===== src/rtl/seg7_scan_driver.sv =====
// seg7_scan_driver
// Time-multiplexed driver for an eight-digit seven-segment display scanned as
// two banks of four digits. Digits k and k+4 light together on separate
// segment buses. Each slot begins with a short all-off gap that hides ghosting
// while the anodes switch. The 32-bit input word is captured once per frame,
// so a frame never mixes old and new digit values.
module seg7_scan_driver #(
    parameter int SLOT_CYCLES  = 100000,
    parameter int BLANK_CYCLES = 1000
) (
    input  logic        clk,
    input  logic        reset,
    input  logic [31:0] hex,
    input  logic [7:0]  blank,
    output logic [6:0]  a_to_g0,
    output logic [6:0]  a_to_g1,
    output logic [7:0]  an,
    output logic        frame_tick
);

    localparam int CNT_W = (SLOT_CYCLES > 2) ? $clog2(SLOT_CYCLES) : 1;
    localparam logic [CNT_W-1:0] CNT_LAST  = CNT_W'(SLOT_CYCLES - 1);
    localparam logic [CNT_W-1:0] BLANK_END = CNT_W'(BLANK_CYCLES);

    // Scan position and the per-frame copy of the digit word.
    logic [CNT_W-1:0] cnt_q, cnt_d;
    logic [1:0]       slot_q, slot_d;
    logic [31:0]      snap_q, snap_d;

    // Registered outputs and their next values.
    logic [7:0] an_q, an_d;
    logic [6:0] seg0_q, seg0_d;
    logic [6:0] seg1_q, seg1_d;
    logic       tick_q, tick_d;

    logic       frame_start;
    logic       in_blank;

    // Hex nibble to {a,b,c,d,e,f,g}, active-high.
    function automatic logic [6:0] decode(input logic [3:0] nib);
        logic [6:0] seg;
        unique case (nib)
            4'h0: seg = 7'h7E;
            4'h1: seg = 7'h30;
            4'h2: seg = 7'h6D;
            4'h3: seg = 7'h79;
            4'h4: seg = 7'h33;
            4'h5: seg = 7'h5B;
            4'h6: seg = 7'h5F;
            4'h7: seg = 7'h70;
            4'h8: seg = 7'h7F;
            4'h9: seg = 7'h7B;
            4'hA: seg = 7'h77;
            4'hB: seg = 7'h1F;
            4'hC: seg = 7'h4E;
            4'hD: seg = 7'h3D;
            4'hE: seg = 7'h4F;
            default: seg = 7'h47;
        endcase
        return seg;
    endfunction

    assign frame_start = (cnt_q == '0) && (slot_q == 2'd0);
    assign in_blank    = (cnt_q < BLANK_END);

    // Next scan position; the snapshot is taken only at the start of slot 0.
    always_comb begin
        // NOTE: every variable gets a default before any condition, so no
        // path leaves it unassigned and no latch is inferred.
        cnt_d  = cnt_q + 1'b1;
        slot_d = slot_q;
        snap_d = snap_q;
        if (cnt_q == CNT_LAST) begin
            cnt_d  = '0;
            slot_d = slot_q + 2'd1;
        end
        if (frame_start) begin
            snap_d = hex;
        end
    end

    // Output values for the current scan position. Decoding from snap_d lets
    // a zero-length blank gap still show the word captured in the same cycle.
    always_comb begin
        an_d   = '0;
        seg0_d = '0;
        seg1_d = '0;
        tick_d = frame_start;
        if (!in_blank) begin
            an_d[{1'b0, slot_q}] = ~blank[{1'b0, slot_q}];
            an_d[{1'b1, slot_q}] = ~blank[{1'b1, slot_q}];
            seg0_d = decode(snap_d[{slot_q, 2'b00} +: 4]);
            seg1_d = decode(snap_d[{1'b1, slot_q, 2'b00} +: 4]);
        end
    end

    // Scan counters and snapshot register.
    always_ff @(posedge clk or negedge reset) begin
        if (!reset) begin
            cnt_q  <= '0;
            slot_q <= 2'd0;
            snap_q <= '0;
        end else begin
            // NOTE: state registers use non-blocking assignments so every
            // flop samples the pre-edge values regardless of block order.
            cnt_q  <= cnt_d;
            slot_q <= slot_d;
            snap_q <= snap_d;
        end
    end

    // Output registers, one cycle behind the scan position.
    always_ff @(posedge clk or negedge reset) begin
        if (!reset) begin
            an_q   <= '0;
            seg0_q <= '0;
            seg1_q <= '0;
            tick_q <= 1'b0;
        end else begin
            an_q   <= an_d;
            seg0_q <= seg0_d;
            seg1_q <= seg1_d;
            tick_q <= tick_d;
        end
    end

    assign an         = an_q;
    assign a_to_g0    = seg0_q;
    assign a_to_g1    = seg1_q;
    assign frame_tick = tick_q;

endmodule


===== config.mk =====
export PLATFORM = sky130hd
export DESIGN_NAME = seg7_scan_driver
export DESIGN_NICKNAME = d
export VERILOG_FILES = /design/src/rtl/seg7_scan_driver.sv
export SDC_FILE = /design/constraint.sdc
export NUM_CORES = 1
export LEC_CHECK = 0
export ABC_AREA = 1
export ABC_CLOCK_PERIOD_IN_PS = 4110
export CORE_MARGIN = 10
export CORE_UTILIZATION = 55
export CTS_CLUSTER_DIAMETER = 150
export DETAILED_ROUTE_END_ITERATION = 10
export PLACE_DENSITY = 0.76
export SLEW_MARGIN = 25
export SYNTH_ARGS = -nofsm -noshare
export SYNTH_HDL_FRONTEND = slang
export SYNTH_SLANG_ARGS = --single-unit

===== constraint.sdc =====
create_clock -name clk -period 4.11 [get_ports clk]
set_input_delay 0.6165 -clock clk [delete_from_list [all_inputs] [get_ports clk]]
set_output_delay 0.6165 -clock clk [all_outputs]
set_load 0.01 [all_outputs]

## Word-level counts from Yosys, hierarchy flattened

Memory sizes are Yosys's and may differ from the RTL's.
Cells that the tools add are included.

| operators by class | value |
|---|---|
| add/sub/neg operators | 2 |
| order comparisons | 5 |
| eq/ne operators | 1 |
| shift-type cells | 2 |
| mux-type cells | 14 |
| bitwise operators | 3 |
| reduce and logical (&&, ||, !) cells | 5 |

Operator list:

| operator | number |
|---|---|
| $mux W32 | 1 |
| $shiftx A32 B5 Y4 | 1 |
| $shiftx A32 B6 Y4 | 1 |
| $add A17 B1 Y17 const B | 1 |
| $eq A17 B17 Y1 const B | 1 |
| $logic_not A17 Y1 | 1 |
| $lt A17 B10 Y1 const B | 1 |
| $mux W17 | 1 |
| $mux W7 | 2 |
| $and A8 B4 Y8 | 1 |
| $bwmux W8 | 1 |
| $mux W8 | 1 |
| $bmux W1 S2 | 2 |
| $demux W1 S2 | 2 |
| $lt A2 B4 Y1 const B | 1 |
| $lt A3 B4 Y1 const B | 1 |
| $mux W1 | 4 |
| $ge A3 B1 Y1 const B | 1 |
| $logic_and A1 B1 Y1 | 3 |
| $add A2 B1 Y2 const B | 1 |
| $ge A2 B1 Y1 const B | 1 |
| $logic_not A2 Y1 | 1 |
| $not A1 Y1 | 2 |

| storage, ports and cells | value |
|---|---|
| register bits after elaboration | 74 |
| bits in read-only memories | 224 |
| input bits | 42 |
| output and inout bits | 23 |
| logic and storage cells | 41 |
| memories | 2 |

Memory list:

| name | words | bits a word | rd ports | clocked after memory_dff | wr ports | line | source |
|---|---|---|---|---|---|---|---|
| (no name shown) | 16 | 7 | 1 | 0 | 0 | 42 | `unique case (nib)` |
| (no name shown) | 16 | 7 | 1 | 0 | 0 | 42 |  |

## Logic depth before layout (Yosys ltp)

Gate-level depths: netlist of the first run.

| logic depth | value |
|---|---|
| depth after elaboration | 7 |
| depth in mapped cells | 22 |
| gate-level depth less buffers | 20 |

## Least setup slack after synthesis of the first run

Ideal clock, no wire load.

| timing path | value |
|---|---|
| path kind | reg2reg |
| start | register slot_q[1] |
| end | register seg0_q[3], in the netlist a_to_g0[3] |
| setup time | 0.071 ns |
| arrival | 2.687 ns |
| required time | 4.039 ns |
| setup slack | 1.352 ns |
| stages on the path, launching flop included | 23 |
| buffers on the path | 3 |
| clock period less this slack | 2.758 ns |
| cells stage by stage | dfrtp_1 > buf_2 > clkinv_1 > buf_2 > ha_1 > nand2_1 > inv_1 > nand2_1 > nor2_4 > nand3_4 > buf_6 > nand2_2 > nand2_1 > nand2_1 > nand3_1 > nand2_2 > inv_1 > ha_1 > inv_1 > nand3_1 > nand3_1 > nand2_1 > nor2_1 |

| on the way | value |
|---|---|
| word-level cells in the longest chain between the ends | 6 |

Ends and longest elaborated chain:

| element | line | source |
|---|---|---|
| start: declaration | 27 | `logic [1:0] slot_q, slot_d;` |
| start signal: assignment | 107 | `slot_q <= slot_d;` |
| $logic_not A2 Y1 | 63 | `assign frame_start = (cnt_q == '0) && (slot_q == 2'd0);` |
| $logic_and A1 B1 Y1 | 63 |  |
| $mux W32 | 77 | `if (frame_start) begin` |
| via snap_d[0] | 28 | `logic [31:0] snap_q, snap_d;` |
| $shiftx A32 B5 Y4 | 92 | `seg0_d = decode(snap_d[{slot_q, 2'b00} +: 4]);` |
| $mem_v2 Z16 W7 | n/a |  |
| $mux W7 | 89 | `if (!in_blank) begin` |
| via seg0_d[3] | 32 | `logic [6:0] seg0_q, seg0_d;` |
| end signal: assignment | 121 | `seg0_q <= seg0_d;` |
| end: declaration | 32 |  |

The timed path passes the listed nets, and every way through them passes these cells.
A chain may end at the register's enable or synchronous reset.

## Worst setup path in the final report of the first run

| timing path | value |
|---|---|
| start | register slot_q[0] |
| end | register seg0_q[3], in the netlist a_to_g0[3] |

| on the way | value |
|---|---|
| word-level cells in the longest chain between the ends | 6 |

Ends and longest elaborated chain:

| element | line | source |
|---|---|---|
| $logic_not A2 Y1 | 63 |  |
| $logic_and A1 B1 Y1 | 63 |  |
| via frame_start | 36 | `logic frame_start;` |
| $mux W32 | 77 |  |
| via snap_d[0] | 28 |  |
| $shiftx A32 B5 Y4 | 92 |  |
| $mem_v2 Z16 W7 | n/a |  |
| $mux W7 | 89 |  |
| via seg0_d[3] | 32 |  |

The timed path passes the listed nets, and every way through them passes these cells.

==> results.txt, run 1 <==
----------------------------------------------------
[Clock network]
  Maximum level of the CTS H-tree ... 3
  Clock-pin slew reported for the worst setup and hold paths after clock tree synthesis ... 0.08 ns
  Clock tree from TritonCTS ... built
  Worst-case clock buffer depth ... 2
  Hold-fix buffers at CTS ... 0
  Post-CTS Setup Repair Bufs ... 0
  Clock Tree Root ... sky130_fd_sc_hd__clkbuf_8
  Worst-Skew Late Latency ... 0.35 ns
  CTS resizes ... 0
  CTS Buf Count ... 9
  TritonCTS sink count ... 74

[Synth]
  Syn Inst Count ... 586
  Synth warnings ... 0
  Area contributors post-synth ... sky130_fd_sc_hd__dfrtp_1 40%, sky130_fd_sc_hd__nand2_1 8.9%, sky130_fd_sc_hd__nand3_1 7.1%, sky130_fd_sc_hd__inv_1 7.0%, sky130_fd_sc_hd__ha_1 4.8%
  #FFs+latches synth ... 74
  Sequential-to-total area share from yosys stat ... 0.398
  Top cell type by total area after synthesis ... sky130_fd_sc_hd__dfrtp_1
  Area of the mapped netlist ... 4660 um2
  Synthesized netlist net count ... 646
  Synth async-reset ratio ... 1.00
  Syn_area_per_cell ... 7.95 um2
  Main synth FF type ... sky130_fd_sc_hd__dfrtp_1
  Yosys top cell area share ... 0.398
  Number of enable-type register cells in the synthesized netlist ... 0
  Number of distinct standard cells referenced by the synthesized netlist ... 37

[Worst setup path]
  Element type at the critical path start ... register
  CP Capture Type ... register
  Worst Path Class, Setup ... register to register
  Worst endpoint required time ... 4.35 ns
  Biggest fanout along the worst timing path ... 22
  Worst reg2reg setup slack ... 0.99 ns
  Data arrival time of the worst path ... 3.37 ns

[Global routing]
  First-pass GRT wire length ... 18800 um
  Global route total overflow ... 0
  Antenna violations before repair ... 0
  Global-route usage over all layers ... 0.175
  Number of global-route vias before repair ... 3913
  Pin count of the biggest net entering global routing ... 47

[Finish]
  Diode count ... 0
  Net count of the finished layout ... 706
  Fillers ... 683
  Share of final-layout standard cells stronger than drive strength 1 ... 0.155
  Sequential cell area ... 1850 um2
  Multi-input gate area ... 2310 um2
  Fraction of the core area covered by cells at the end of the flow ... 0.673
  Synth-to-Final Area Change ... 18.8%

[STA]
  Period Utilization, post-route ... 0.760
  Number of failing hold endpoints at the final stage ... 0
  Setup tns final ... 0 ns
  Final setup fails ... 0
  Actual transition at the worst max-transition pin ... 0.626 ns
  Remaining max-slew budget at the tightest pin ... 0.583
  Max Clock Freq ... 0.320 GHz
  Final worst clock skew ... 0.00836 ns
  Slew Viols, Final ... 0
  Setup repair after global routing missed its margin ... no
  Final period demand of the worst path ... 3.12 ns
  Final Worst Setup Slack ... 0.987 ns

[Routing]
  1st-iter DRT viols ... 237
  Vias per cell ... 5.28
  Per-cell routed wire length ... 14.5 um
  TritonRoute pass-1 iters ... 5
  Total via count after detailed routing ... 3986
  Detailed-route DRC error count ... 0
  Final wirelength ... 10900 um
  Post-detailed-route count of antenna-violating nets ... 0

[Power and ir drop]
  Worst IR drop on VDD ... 0.156 mV
  Leakage ... 2.78 nW
  Areal power density over the cells ... 276 nW/um2

[Flow run]
  Max Cap Violations ... 0

[Die]
  Ports placed on the boundary ... 65
  Die Y-Extent ... 112 um
  Area enclosed by the die boundary ... 12600 um2
  Site row count ... 33
  Core footprint ... 8220 um2
  Floorplan die width ... 112 um
  Effective utilization at floorplan ... 0.567

[Outcome]
  Run status ... complete, no violations

[Placement]
  GPL Wtd Cong ... 0.917
  Hpwl dp ... 8060 um
  Place WS ... 0.992 ns
  Port-buffer cells ... 64

[Worst hold path]
  Class of the most critical hold timing path ... input pin to asynchronous set/reset pin

----------------------------------------------------
per-layer routing:
layer  global-route usage  vias up  wire length, um
met5                    0        -                0
met4               0.0584        0              178
met3               0.0405       17              607
met2                0.280      112             5190
met1                0.229     1862             4950
li1                     -     1995                -
flip-flops by register name, indices dropped and copies added, names as in the netlist:
name and flops:
snap_q 32, cnt_q 17, an 8, a_to_g0 7, a_to_g1 7, slot_q 2
frame_tick 1
cell type report:
cell class / instances / share of cell area
clock inverter: 5 / 0.0142
tap: 105 / 0.0237
sequential: 74 / 0.335
inverter: 94 / 0.0638
multi-input combinational: 398 / 0.417
timing repair buffer: 69 / 0.122
clock buffer: 10 / 0.0249
stage by stage:
| stage | area (um2) | power, mW | hold WS (ns) | std cells |
|---|---|---|---|---|
| floorplan | 4660 | 0.842 | 0.321 | 586 |
| global placement | 5320 | 0.912 | 0.463 | 740 |
| detailed placement | 5320 | 0.916 | 0.463 | 740 |
| CTS | 5530 | 1.53 | 0.292 | 755 |
| global route | 5530 | 1.59 | 0.329 | 755 |
| finish | 5530 | 1.53 | 0.275 | 755 |
path summary, 6_finish.rpt:
check / endpoint / depth (start not counted) / from
max: a_to_g0[3]$_DFF_PN0_ / 20 / slot_q[0]$_DFFE_PN0N_
min reg2reg: cnt_q[16]$_DFF_PN0_ / 1 / cnt_q[16]$_DFF_PN0_
min in group clk: cnt_q[16]$_DFF_PN0_ / 1 / cnt_q[16]$_DFF_PN0_
min: an[3]$_DFF_PN0_ / 1 / reset
max reg2reg: a_to_g0[3]$_DFF_PN0_ / 20 / slot_q[0]$_DFFE_PN0N_
max in group asynchronous: snap_q[28]$_DFF_PN0_ / 2 / reset
cells in the final DEF (no fill, tap or decap), types with 7 or more instances in the layout:
cell and count:
sky130_fd_sc_hd__nand2_1 111, sky130_fd_sc_hd__inv_1 87, sky130_fd_sc_hd__dfrtp_1 74, sky130_fd_sc_hd__nand3_1 66, sky130_fd_sc_hd__clkdlybuf4s50_1 63, sky130_fd_sc_hd__nor2_1 43
sky130_fd_sc_hd__nand2_2 30, sky130_fd_sc_hd__nand4_1 26, sky130_fd_sc_hd__ha_1 18, sky130_fd_sc_hd__nor3_1 15, sky130_fd_sc_hd__nand3_2 14, sky130_fd_sc_hd__a21oi_1 13
sky130_fd_sc_hd__nand2_4 12, sky130_fd_sc_hd__clkbuf_8 10, sky130_fd_sc_hd__o21ai_0 7
synthesized netlist by cell type (3+ instances only):
cell                       number
sky130_fd_sc_hd__dfrtp_1       74
sky130_fd_sc_hd__nand3_1       66
sky130_fd_sc_hd__buf_4          3
sky130_fd_sc_hd__nand3b_1       3
sky130_fd_sc_hd__o21ai_0        7
sky130_fd_sc_hd__nand2_4       12
sky130_fd_sc_hd__nor3_1        15
sky130_fd_sc_hd__nor2_1        43
sky130_fd_sc_hd__ha_1          18
sky130_fd_sc_hd__nor2_4         6
sky130_fd_sc_hd__nand2_1      111
sky130_fd_sc_hd__buf_2         11
sky130_fd_sc_hd__nor4_1         3
sky130_fd_sc_hd__a21oi_1       13
sky130_fd_sc_hd__nand2_2       30
sky130_fd_sc_hd__nand3_2       14
sky130_fd_sc_hd__o21ai_1        6
sky130_fd_sc_hd__xor2_1         3
sky130_fd_sc_hd__nor2_2         5
sky130_fd_sc_hd__inv_1         87
sky130_fd_sc_hd__nand4_1       26
sky130_fd_sc_hd__and2_1         4
sky130_fd_sc_hd__buf_6          4
sky130_fd_sc_hd__inv_2          5
power by group:
group	switching, mW	internal [mW]	leakage [nW]	total [mW]
Combinational	0.0826	0.0683	1.72	0.151
Sequential	0.00743	0.743	0.945	0.751
Clock	0.271	0.354	0.112	0.625
Total	0.361	1.17	2.78	1.53
critical path: stages, from the launching register on:
cell and delay, ns:
sky130_fd_sc_hd__dfrtp_1 0.38, sky130_fd_sc_hd__inv_1 0.07, sky130_fd_sc_hd__ha_1 0.16, sky130_fd_sc_hd__nand2_1 0.10, sky130_fd_sc_hd__inv_1 0.07, sky130_fd_sc_hd__nand2_1 0.08
sky130_fd_sc_hd__nor2_4 0.34, sky130_fd_sc_hd__nand3_4 0.46, sky130_fd_sc_hd__clkinv_1 0.25, sky130_fd_sc_hd__nand2_1 0.07, sky130_fd_sc_hd__nand2_1 0.08, sky130_fd_sc_hd__nand2_1 0.05
sky130_fd_sc_hd__nand3_1 0.09, sky130_fd_sc_hd__nand2_2 0.12, sky130_fd_sc_hd__inv_1 0.11, sky130_fd_sc_hd__ha_1 0.22, sky130_fd_sc_hd__inv_1 0.05, sky130_fd_sc_hd__nand3_1 0.10
sky130_fd_sc_hd__nand3_1 0.09, sky130_fd_sc_hd__nand2_1 0.06, sky130_fd_sc_hd__nor2_1 0.05
cells by family (layout without fill, tap and decap cells):
family          count (synthesis)  count (layout)  synth area share
buf+inv                       114             178             0.107
fa+ha+maj                      18              18            0.0483
compound gates                 31              31            0.0360
flops                          74              74             0.398
xor+xnor                        3               3           0.00564
simple gates                  346             346             0.405
Power figures use the tool's default switching activity.
==> run 2, diff against run 1 <==
--- a/config.mk
+++ b/config.mk
@@ -6,12 +6,12 @@
 export NUM_CORES = 1
 export LEC_CHECK = 0
 export ABC_AREA = 1
-export ABC_CLOCK_PERIOD_IN_PS = 4110
+export ABC_CLOCK_PERIOD_IN_PS = 2800
 export CORE_MARGIN = 10
-export CORE_UTILIZATION = 55
+export CORE_UTILIZATION = 50
 export CTS_CLUSTER_DIAMETER = 150
 export DETAILED_ROUTE_END_ITERATION = 10
-export PLACE_DENSITY = 0.76
+export PLACE_DENSITY = 0.73
 export SLEW_MARGIN = 25
 export SYNTH_ARGS = -nofsm -noshare
 export SYNTH_HDL_FRONTEND = slang
==> constraint.sdc (replaced) <==
create_clock -name clk -period 2.8 [get_ports clk]
set_input_delay 0.42 -clock clk [delete_from_list [all_inputs] [get_ports clk]]
set_output_delay 0.42 -clock clk [all_outputs]
set_load 0.01 [all_outputs]
==> run 2 against run 1 <==
Compared with the run above:
- clock power is 82% higher
- count of clock-buffer cells in the layout stayed put
- die area is 8.2% higher
- non-clock buffer count is 8 higher
- sequential power is 46% higher
- highest routed layer unchanged
- largest cell class unchanged
- sequential share of layout area is 0.78 points lower
==> results.txt, run 2 (synthesis results as in run 1) <==
----------------------------------------------------
[Outcome]
  Run status ... complete, no violations

[Placement]
  Hpwl dp ... 8430 um (+4.6%)
  Place WS ... 0.324 ns (-0.667 ns)
  Total instance count after detailed placement ... 754 (+1.9%)
  Port-buffer cells ... 64 (unchanged)
  GPL Wtd Cong ... 0.922 (+0.50%)

[Finish]
  Multi-input gate area ... 2310 um2 (unchanged)
  Diode count ... 0 (unchanged)
  Fillers ... 768 (+12%)
  Fraction of the core area covered by cells at the end of the flow ... 0.619 (-0.0545)
  Commonest non-fill, non-tap cell in the layout ... sky130_fd_sc_hd__nand2_1
  Post-layout instance count excluding filler cells ... 770 (+2.0%)
  Synth-to-Final Area Change ... 21.6%
  Sequential cell area ... 1850 um2 (unchanged)
  Most used cells in the layout excluding fill and tap cells ... 111 x sky130_fd_sc_hd__nand2_1, 87 x sky130_fd_sc_hd__inv_1, 74 x sky130_fd_sc_hd__dfrtp_1
  Share of final-layout standard cells stronger than drive strength 1 ... 0.167 (+0.0115)
  Max FFs per register ... 32 (unchanged)
  Largest reg by FF count ... snap_q
  Net count of the finished layout ... 714 (+1.1%)

[Routing]
  Vias per cell ... 5.22 (-1.1%)
  Post-detailed-route count of antenna-violating nets ... 0 (unchanged)
  1st-iter DRT viols ... 261 (+10%)
  Detailed-route DRC error count ... 0 (unchanged)
  Final wirelength ... 11400 um (+4.0%)
  TritonRoute pass-1 iters ... 7 (+2)
  Per-cell routed wire length ... 14.8 um (+1.9%)
  Total via count after detailed routing ... 4022 (+0.90%)

[Clock network]
  Clock tree from TritonCTS ... built
  Post-CTS Setup Repair Bufs ... 0 (unchanged)
  Worst-case clock buffer depth ... 2 (unchanged)
  CTS Buf Count ... 9 (unchanged)
  Maximum level of the CTS H-tree ... 3 (unchanged)
  Clock Tree Root ... sky130_fd_sc_hd__clkbuf_8
  Hold-fix buffers at CTS ... 0 (unchanged)
  Clock-pin slew reported for the worst setup and hold paths after clock tree synthesis ... 0.08 ns (about the same)
  TritonCTS sink count ... 74 (unchanged)
  CTS resizes ... 0 (unchanged)
  Worst-Skew Late Latency ... 0.35 ns (about the same)

[Power and ir drop]
  Leakage ... 2.84 nW (+2.2%)
  Switching share of power ... 0.228 (-0.00809)
  Worst IR drop on VDD ... 0.204 mV (+31%)
  Share of total power in sequential cells ... 0.447 (-0.045)
  Proportion of power drawn by combinational gates ... 0.090 (-0.009)
  Net Sw Power ... 562 uW (+56%)
  Areal power density over the cells ... 435 nW/um2 (+58%)
  Cell internal pwr ... 1.90 mW (+63%)
  Total power ... 2.46 mW (+61%)
  Power share of the clock group ... 0.463 (+0.054)

[STA]
  Max Clock Freq ... 0.402 GHz (+26%)
  Final period demand of the worst path ... 2.49 ns (-0.635 ns)
  Remaining max-slew budget at the tightest pin ... 0.541 (-0.0417)
  Final worst clock skew ... 0.00893 ns (+0.000578 ns)
  Final Worst Setup Slack ... 0.312 ns (-0.675 ns)
  Slew Viols, Final ... 0 (unchanged)
  Number of failing hold endpoints at the final stage ... 0 (unchanged)
  Setup repair after global routing missed its margin ... no
  Final setup fails ... 0 (unchanged)
  Actual transition at the worst max-transition pin ... 0.688 ns (+0.0625 ns)
  Period Utilization, post-route ... 0.889 (+0.129)
  Setup tns final ... 0 ns (unchanged)

[Die]
  Ports placed on the boundary ... 65 (unchanged)
  Die Y-Extent ... 117 um (+4.0%)
  Floorplan die width ... 117 um (+4.0%)
  Effective utilization at floorplan ... 0.509 (-0.0580)
  Area enclosed by the die boundary ... 13600 um2 (+8.2%)
  Core footprint ... 9150 um2 (+11%)
  Site row count ... 35 (+6.1%)

[Worst setup path]
  Worst endpoint required time ... 3.04 ns (-1.31 ns)
  Data arrival time of the worst path ... 2.73 ns (-0.64 ns)
  Element type at the critical path start ... register
  CP Capture Type ... register
  Biggest fanout along the worst timing path ... 15 (-32%)
  Worst Path Class, Setup ... register to register
  Reg2Reg Depth ... 15 (-25%)

[Global routing]
  Antenna violations before repair ... 0 (unchanged)
  Pin count of the biggest net entering global routing ... 75 (+60%)
  Number of global-route vias before repair ... 3951 (+0.97%)
  Global-route usage over all layers ... 0.175 (-0.000306)
  Global route total overflow ... 0 (unchanged)
  First-pass GRT wire length ... 19100 um (+1.9%)

[Worst hold path]
  Class of the most critical hold timing path ... input pin to asynchronous set/reset pin

[Flow run]
  Max Cap Violations ... 0 (unchanged)

----------------------------------------------------
==> run 2: cell types whose count changed in the layout (fill, tap and decap cells not counted) <==
cell                         before  now
sky130_fd_sc_hd__buf_4            5   13
sky130_fd_sc_hd__bufinv_16        2    4
sky130_fd_sc_hd__clkinv_2         2    0
sky130_fd_sc_hd__buf_2            1    0
sky130_fd_sc_hd__buf_6            0    1
sky130_fd_sc_hd__clkinv_4         1    0
sky130_fd_sc_hd__clkinvlp_4       0    1
sky130_fd_sc_hd__inv_6            0    1
==> run 2: area by class of cell <==
class,instances,area share
tap,111,0.0245
inverter,94,0.0623
timing repair buffer,77,0.131
sequential,74,0.327
multi-input combinational,398,0.407
clock inverter,6,0.0241
clock buffer,10,0.0243
==> run 2: worst max-delay path, cell delays in order, from the launching register on <==
cell                      delay [ns]
sky130_fd_sc_hd__dfrtp_1        0.42
sky130_fd_sc_hd__nor2_2         0.17
sky130_fd_sc_hd__nand2_2        0.12
sky130_fd_sc_hd__nor2_4         0.30
sky130_fd_sc_hd__nand3_4        0.24
sky130_fd_sc_hd__nand2_1        0.13
sky130_fd_sc_hd__nand3_1        0.07
sky130_fd_sc_hd__nand3_1        0.11
sky130_fd_sc_hd__nand2_2        0.12
sky130_fd_sc_hd__inv_1          0.12
sky130_fd_sc_hd__ha_1           0.22
sky130_fd_sc_hd__inv_1          0.05
sky130_fd_sc_hd__nand3_1        0.09
sky130_fd_sc_hd__nand3_1        0.08
sky130_fd_sc_hd__nand2_1        0.06
sky130_fd_sc_hd__nor2_1         0.04
==> run 2: path summary, 6_finish.rpt <==
| path | start | end | slack [ns] |
|---|---|---|---|
| min in group clk | snap_q[10]$_DFF_PN0_ | snap_q[10]$_DFF_PN0_ | 0.49 |
| max | cnt_q[4]$_DFF_PN0_ | a_to_g0[3]$_DFF_PN0_ | 0.31 |
| min reg2reg | snap_q[10]$_DFF_PN0_ | snap_q[10]$_DFF_PN0_ | 0.49 |
| min | reset | cnt_q[8]$_DFF_PN0_ | 0.1 |
| max in group asynchronous | reset | frame_tick$_DFF_PN0_ | 2.24 |
| max reg2reg | cnt_q[4]$_DFF_PN0_ | a_to_g0[3]$_DFF_PN0_ | 0.31 |
==> run 2: power by group through the flow <==
stage | combinational (mW) | clock (mW) | sequential (mW)
6_report | 0.222 | 1.14 | 1.10
5_1_grt | 0.251 | 1.20 | 1.10
4_1_cts | 0.223 | 1.15 | 1.10
3_5_place_dp | 0.222 | 0 | 1.12
3_3_place_gp | 0.219 | 0 | 1.12
2_1_floorplan | 0.114 | 0 | 1.12
==> run 2: routing by layer <==
layer  up-vias  track usage  share of wire  routed length (um)
li1       2005            -              -                   -
met3        16       0.0298          0.049                 555
met1      1902        0.228           0.45                5150
met4         0       0.0575          0.015                 169
met2        99        0.287           0.48                5480
met5         -            0              0                   0
==> run 2: per-stage QoR <==
step	instance area, um2	hold slack, ns
2_1_floorplan	4660	0.124
3_3_place_gp	5390	0.456
3_5_place_dp	5390	0.473
4_1_cts	5660	0.252
5_1_grt	5660	0.135
6_report	5660	0.0951
